$ cat src/rtl/fetch_stage_if.sv
`default_nettype none
// ============================================================================
//  Module   : fetch_stage_if
//  Brief    : Fetch-stage bus: control in, imem port, F/D register payload out.
//  Revision : 1.0  initial release
// ============================================================================
interface fetch_stage_if #(
  parameter int IMEM_AW = 12
);
  logic               stall;
  logic               redirect;
  logic [31:0]        redirect_pc;
  logic [IMEM_AW-1:0] imem_addr;
  logic [31:0]        imem_q;
  logic [31:0]        pc_out;
  logic [31:0]        instruction_out;
  logic               valid_out;

  // master = fetch stage, slave = surrounding pipeline and instruction memory
  modport master (
    input  stall, redirect, redirect_pc, imem_q,
    output imem_addr, pc_out, instruction_out, valid_out
  );
  modport slave (
    output stall, redirect, redirect_pc, imem_q,
    input  imem_addr, pc_out, instruction_out, valid_out
  );
endinterface
`default_nettype wire

$ cat src/rtl/fetch_stage.sv
`default_nettype none
// ============================================================================
//  Module   : fetch_stage
//  Brief    : PC owner and instruction fetch with one-entry stall hold buffer
//             and single-bubble branch/jump redirect.
//  Revision : 1.0  initial release
// ============================================================================
module fetch_stage #(
  parameter logic [31:0] RESET_PC = 32'd0,
  parameter int          IMEM_AW  = 12
) (
  input  wire logic      clk,
  input  wire logic      reset,
  fetch_stage_if.master  bus
);

  logic [31:0] r_pcFetch;
  logic [31:0] r_pcIssued;
  logic        r_issuedValid;
  logic        r_holdValid;
  logic [31:0] r_holdInstr;
  logic [31:0] r_holdPc;

  logic [31:0] w_pcOut;
  logic [31:0] w_instrOut;
  logic        w_validOut;

  // Redirect beats stall beats advance; a redirect flushes both in-flight and held work.
  always_ff @(posedge clk or posedge reset) begin
    if (reset) begin
      r_pcFetch     <= RESET_PC;
      r_pcIssued    <= 32'd0;
      r_issuedValid <= 1'b0;
      r_holdValid   <= 1'b0;
      r_holdInstr   <= 32'd0;
      r_holdPc      <= 32'd0;
    end else if (bus.redirect) begin
      r_pcFetch     <= bus.redirect_pc;
      r_issuedValid <= 1'b0;
      r_holdValid   <= 1'b0;
    end else if (bus.stall) begin
      // Capture only once per stall; the re-presented address keeps imem_q
      // pointing at the next instruction so nothing is lost on release.
      if (!r_holdValid && r_issuedValid) begin
        r_holdValid <= 1'b1;
        r_holdInstr <= bus.imem_q;
        r_holdPc    <= r_pcIssued;
      end
      r_pcIssued    <= r_pcFetch;
      r_issuedValid <= 1'b1;
    end else begin
      r_holdValid   <= 1'b0;
      r_pcIssued    <= r_pcFetch;
      r_issuedValid <= 1'b1;
      r_pcFetch     <= r_pcFetch + 32'd1;
    end
  end

  always_comb begin
    w_pcOut    = 32'd0;
    w_instrOut = 32'd0;
    w_validOut = 1'b0;
    if (r_holdValid) begin
      w_pcOut    = r_holdPc;
      w_instrOut = r_holdInstr;
      w_validOut = 1'b1;
    end else if (r_issuedValid) begin
      w_pcOut    = r_pcIssued;
      w_instrOut = bus.imem_q;
      w_validOut = 1'b1;
    end
  end

  assign bus.imem_addr       = r_pcFetch[IMEM_AW-1:0];
  assign bus.pc_out          = w_pcOut;
  assign bus.instruction_out = w_instrOut;
  assign bus.valid_out       = w_validOut;

endmodule
`default_nettype wire

$ cat src/flat_wrapper.sv
// flat-port wrapper written by rule: the top's interface ports become plain ports
module fetch_stage_flat 
#(
  parameter logic [31:0] RESET_PC = 32'd0,
  parameter int          IMEM_AW  = 12
)
  (clk, reset, bus_stall, bus_redirect, bus_redirect_pc, bus_imem_q, bus_imem_addr, bus_pc_out, bus_instruction_out, bus_valid_out);
  fetch_stage_if #(.IMEM_AW(IMEM_AW)) bus_i ();
  input  wire logic clk;
  input  wire logic reset;
  input wire logic [$bits(bus_i.stall)-1:0] bus_stall;
  input wire logic [$bits(bus_i.redirect)-1:0] bus_redirect;
  input wire logic [$bits(bus_i.redirect_pc)-1:0] bus_redirect_pc;
  input wire logic [$bits(bus_i.imem_q)-1:0] bus_imem_q;
  output wire logic [$bits(bus_i.imem_addr)-1:0] bus_imem_addr;
  output wire logic [$bits(bus_i.pc_out)-1:0] bus_pc_out;
  output wire logic [$bits(bus_i.instruction_out)-1:0] bus_instruction_out;
  output wire logic [$bits(bus_i.valid_out)-1:0] bus_valid_out;
  assign bus_i.stall = bus_stall;
  assign bus_i.redirect = bus_redirect;
  assign bus_i.redirect_pc = bus_redirect_pc;
  assign bus_i.imem_q = bus_imem_q;
  assign bus_imem_addr = bus_i.imem_addr;
  assign bus_pc_out = bus_i.pc_out;
  assign bus_instruction_out = bus_i.instruction_out;
  assign bus_valid_out = bus_i.valid_out;
  fetch_stage #(.RESET_PC(RESET_PC), .IMEM_AW(IMEM_AW)) u_core (.clk(clk), .reset(reset), .bus(bus_i));
endmodule
$ cat config.mk
export PLATFORM = sky130hd
export DESIGN_NAME = fetch_stage_flat
export DESIGN_NICKNAME = d
export VERILOG_FILES = /design/src/rtl/fetch_stage_if.sv /design/src/rtl/fetch_stage.sv /design/src/flat_wrapper.sv
export SDC_FILE = /design/constraint.sdc
export NUM_CORES = 1
export LEC_CHECK = 0
export ABC_AREA = 1
export CORE_UTILIZATION = 30
export CTS_CLUSTER_DIAMETER = 100
export CTS_CLUSTER_SIZE = 14
export DETAILED_ROUTE_END_ITERATION = 8
export PLACE_DENSITY_LB_ADDON = 0.05
export RECOVER_POWER = 25
export SYNTH_ARGS = -nofsm -noshare
export SYNTH_HDL_FRONTEND = slang
export SYNTH_SLANG_ARGS = --single-unit
$ cat constraint.sdc
create_clock -name clk -period 3.75 [get_ports clk]
set_input_delay 0.375 -clock clk [delete_from_list [all_inputs] [get_ports clk]]
set_output_delay 0.375 -clock clk [all_outputs]
set_load 0.02 [all_outputs]
== Yosys cells after proc, flatten, opt, wreduce, memory -nomap -nowiden ==
Index checks and enable logic that the tools add are counted.

* Register bits after elaboration: 130
* Output and inout port bits: 77
* Input port bits: 68
* Word-level logic and storage cells: 25

* Bitwise gates (word level): 1
* Reduce and logical (&&, ||, !) cells: 3
* Eq/ne operators: 2
* Muxes and demuxes: 12
* Add/sub/neg operators: 1

{| class="wikitable"
|+ Operator list
! cell !! number
|-
| $mux W32 || 6
|-
| $add A32 B1 Y32 const B || 1
|-
| $mux W1 || 6
|-
| $ne A3 B1 Y1 const B || 1
|-
| $reduce_and A3 Y1 || 1
|-
| $ne A2 B1 Y1 const B || 1
|-
| $logic_and A1 B1 Y1 || 1
|-
| $logic_not A1 Y1 || 1
|-
| $not A1 Y1 || 1
|}

== Logic depth before layout (Yosys ltp) ==
* Depth in word-level cells: 5
* Gate-level depth with buffers: 10
* Mapped depth without buffers: 9

== Worst setup path after synthesis ==
OpenSTA, ideal clock, no wires.

* Kind: register to output
* From: register u_core.r_holdValid
* To: output port bus_pc_out[20]
* Arrival time: 1.603 ns
* Path buffers: 3
* Stages on the path, launching flop included: 7
* Path slack: 1.772 ns
* Path through: dfrtp_1 > buf_2 > nor2_4 > inv_2 > buf_2 > clkbuf_1 > o21ai_0

* Word-level cells in the longest chain between the ends: 1

{| class="wikitable"
|+ Ends and longest elaborated chain
! element !! RTL line !! RTL
|-
| start: declaration || fetch_stage.sv:20 || <nowiki>logic r_holdValid;</nowiki>
|-
| start signal: assignment || fetch_stage.sv:34 || <nowiki>r_holdValid <= 1'b0;</nowiki>
|-
| start signal: assignment || fetch_stage.sv:40 || <nowiki>r_holdValid <= 1'b0;</nowiki>
|-
| start signal: assignment || fetch_stage.sv:45 || <nowiki>r_holdValid <= 1'b1;</nowiki>
|-
| $mux W32 || fetch_stage.sv:63 || <nowiki>if (r_holdValid) begin</nowiki>
|-
| end: declaration || flat_wrapper.sv:16 || <nowiki>output wire logic [$bits(bus_i.pc_out)-1:0] bus_pc_out;</nowiki>
|}

Every way passes these cells.

== Final worst setup path ==
* From: register u_core.r_holdValid
* To: output port bus_instruction_out[22]

* Word-level cells in the longest chain between the ends: 1

{| class="wikitable"
|+ Ends and longest elaborated chain
! element !! RTL line !! RTL
|-
| $mux W32 || fetch_stage.sv:63 ||
|-
| end: declaration || flat_wrapper.sv:17 || <nowiki>output wire logic [$bits(bus_i.instruction_out)-1:0] bus_instruction_out;</nowiki>
|}

Every way passes these cells.

==> metrics.md <==
| Metric | Value |
|---|---|
| Number of antenna violations at the first check in global routing | `0` |
| Area of the multi-input gates | `2690 um^2` |
| Clock tree buffer depth | `2` |
| Setup Viol. Count Final | `0` |
| Layout area overhead | `31.0%` |
| Fill cell count | `2305` |
| Endpoints failing hold | `0` |
| Remaining antenna violation count | `0` |
| # port buffers | `144` |
| GRT overflow | `0` |
| Synthesized Nets | `990` |
| H-tree levels | `4` |
| Worst path bufs/invs | `3` |
| Failing checks | `design-rule violations, max-capacitance violations, max-slew violations` |
| Final Cycle Share | `77.6%` |
| Crit path max-delay cell type | `inv_1` |
| CP Cell Sequence | `inv_1 -> buf_4 -> o21ai_0 -> clkdlybuf4s50_1` |
| Cell Area, Placed | `8290 um^2` |
| Outcome | `finished, violations left` |
| Minimum clock period | `2.91 ns` |
| DR vias/cell | `4.45` |
| WS Path Type | `reg2out` |
| Slew Limit Headroom | `-23.4%` |
| Max Cap Viol | `2` |
| RSZ-0062 raised after global routing | `false` |
| Insertion delay to the later sink of the worst-skew pair | `0.41 ns` |
| Fraction of layout instances using a drive strength above 1 | `5.04%` |
| Setup TNS | `0 ns` |
| CP Launch Type | `flop` |
| Leakage power figure | `3.98 nW` |
| Largest net degree at the start of global routing | `131` |
| Number of synthesized register bits | `130` |
| Final Max Tran Viols | `173` |
| Worst Tran Pin Value | `1.85 ns` |
| Most frequent cells in the layout | `nand2_1 (306), o21ai_0 (160), clkdlybuf4s50_1 (142), dfrtp_1 (130), inv_1 (124)` |
| Clk_skew | `0.00924 ns` |
| CP Data Arrival Time | `2.53 ns` |
| Die area | `23100 um^2` |
| Ys Warns | `0` |
| Cts hold-fix bufs | `0` |
| Vias post-DR | `5919` |
| CP required | `3.38 ns` |
| Post-cts sizing count | `0` |
| FF+latch area | `3250 um^2` |
| Peak supply drop | `0.254 mV` |
| Routed WL | `18.7 mm` |
| Hold Path Class | `reg2reg` |
| Yosys top cell area share | `48.2%` |
| Largest stage delay, worst path | `0.66 ns` |
| Unique cell type count in the Yosys netlist | `24` |
| Post-CTS Setup Bufs | `0` |
| Io pins | `145` |
| Design Area, Final | `8850 um^2` |
| Global-route usage over all layers | `16.8%` |
| RePlAce Congestion | `0.786` |
| Synthesized area | `6750 um^2` |
| NetSw | `1.21 mW` |
| Die W | `152 um` |
| Syn Area/Cell | `7.33 um^2` |
| Fin util | `40.3%` |
| CTS Buf Count | `17` |
| Cells after synthesis | `921` |
| Commonest non-fill, non-tap cell in the layout | `nand2_1` |
| Clk pwr share | `38.1%` |
| Initial Util | `30.8%` |
| Combinational power share | `20.0%` |
| 1st-iter DRT viols | `407` |
| Crit path max fanout | `26` |
| Global-route wire length before repair | `30.7 mm` |
| Vias in the first global route | `5562` |
| Register share of total power | `41.8%` |
| Max Freq | `344 MHz` |
| Post-route DRC | `30` |
| Chip Height | `152 um` |
| Final net count | `1107` |
| Power density cells | `470 nW/um^2` |
| Cell taking the most area after synthesis | `dfrtp_1` |
| CTS Root Cell | `clkbuf_16` |
| First-pass DRT Iterations | `7` |
| Drt wl/cell | `14.0 um` |
| Crit. End Element | `primary output` |
| CTS tree | `built` |
| Core area | `22000 um^2` |
| Reg clk slew, reported paths | `0.06 ns` |
| DP HPWL | `13.1 mm` |
| CP delay by family, top | `buffers and inverters` |
| Total power | `4.15 mW` |
| Sequential element share of the synthesized area | `48.2%` |
| Sink Count | `130` |
| Int Power | `2.94 mW` |
| Dominant cells by area after synthesis | `dfrtp_1 (48%), nand2_1 (17%), o21ai_0 (12%), inv_1 (6.9%), nand3_1 (3.1%)` |
| Switching Fraction | `29.1%` |
| Row cnt | `54` |
| ANT cells | `0` |
==> metal layers <==
layer	track usage, %	vias up	share of wire, %	wire (um)
met3	4.02	10	4.9	909
met4	3.94	0	0.75	141
met1	25.5	2652	53	9900
li1	-	3117	-	-
met5	0	-	0	0
met2	23.8	140	41	7750
==> flip-flops by register name, summed over array words and instances, names as in the netlist <==
signal / flops
u_core.r_issuedValid: 1
u_core.r_pcIssued: 32
u_core.r_holdPc: 32
u_core.r_holdValid: 1
u_core.r_holdInstr: 32
u_core.r_pcFetch: 32
==> cell families (layout without fill, tap and decap cells) <==
| logic type | Yosys count | count (layout) | share of synthesized area [%] |
|---|---|---|---|
| AOI/OAI and AO/OA | 201 | 201 | 15.5 |
| xor gates and xnor gates | 2 | 2 | 0.259 |
| adders and majority gates | 1 | 1 | 0.185 |
| buffers and inverters | 183 | 313 | 12.0 |
| DFF | 130 | 130 | 48.2 |
| and+or+nand+nor | 404 | 404 | 23.9 |
==> cell type report <==
| cell class | count | share of cell area, % |
|---|---|---|
| Clock buffer | 23 | 5.52 |
| Clock inverter | 9 | 0.905 |
| Inverter | 129 | 5.52 |
| Multi-Input combinational cell | 608 | 30.4 |
| Sequential cell | 130 | 36.8 |
| Tap cell | 280 | 3.96 |
| Timing Repair Buffer | 152 | 16.9 |
==> synthesized netlist by cell type <==
library cell	count
nand3_1	42
nor2_2	3
a21oi_1	4
xor2_1	2
nor2_1	48
o211ai_1	4
ha_1	1
inv_1	125
inv_2	4
nand2_1	306
buf_6	8
and2_1	2
o221ai_1	1
o21bai_1	2
o21ai_2	4
buf_4	12
o21ai_1	18
nor2_8	1
nor2_4	2
o21ai_0	160
clkbuf_1	22
buf_2	12
o22ai_1	8
dfrtp_1	130
==> path summary, 6_finish.rpt <==
path / start / endpoint / slack (ns) / cells after the start
worst max-delay path: u_core.r_holdValid$_DFFE_PP0P_ / bus_instruction_out[22] / 0.84 / 4
min in group asynchronous: reset / u_core.r_pcFetch[1]$_DFFE_PP0N_ / 1.09 / 3
worst min-delay path: u_core.r_pcIssued[2]$_DFFE_PP0N_ / u_core.r_holdPc[2]$_DFFE_PP0P_ / 0.48 / 2
max in group asynchronous: reset / u_core.r_holdPc[26]$_DFFE_PP0P_ / 1.46 / 3
worst min register to register: u_core.r_pcIssued[2]$_DFFE_PP0N_ / u_core.r_holdPc[2]$_DFFE_PP0P_ / 0.48 / 2
worst max register to register: u_core.r_holdValid$_DFFE_PP0P_ / u_core.r_holdPc[20]$_DFFE_PP0P_ / 1.79 / 5
==> through the flow <==
step | hold slack, ns | setup slack (ns) | instances
floorplan | 0.450 | 1.77 | 921
global placement | 0.464 | 1.31 | 1299
detailed placement | 0.468 | 1.24 | 1299
CTS | 0.482 | 0.784 | 1331
global route | 0.507 | 0.593 | 1331
finish | 0.481 | 0.841 | 1331
==> power groups by stage <==
stage	Sequential, mW	Clock (mW)	Combinational [mW]
after floorplan	1.73	0	0.522
after global placement	1.76	0	0.844
after detailed placement	1.76	0	0.847
after CTS	1.74	1.64	0.850
after global routing	1.77	1.70	0.940
final	1.74	1.58	0.832
==> worst register-to-register path, delay by kind of cell (launching register included) <==
| family | cells | cell delay, ns |
|---|---|---|
| DFF | 1 | 0.50 |
| buffers and inverters | 2 | 1.00 |
| AOI/OAI and AO/OA | 1 | 0.19 |
| and+or+nand+nor | 2 | 0.11 |
Note: power is estimated with default switching activity, not from simulation.
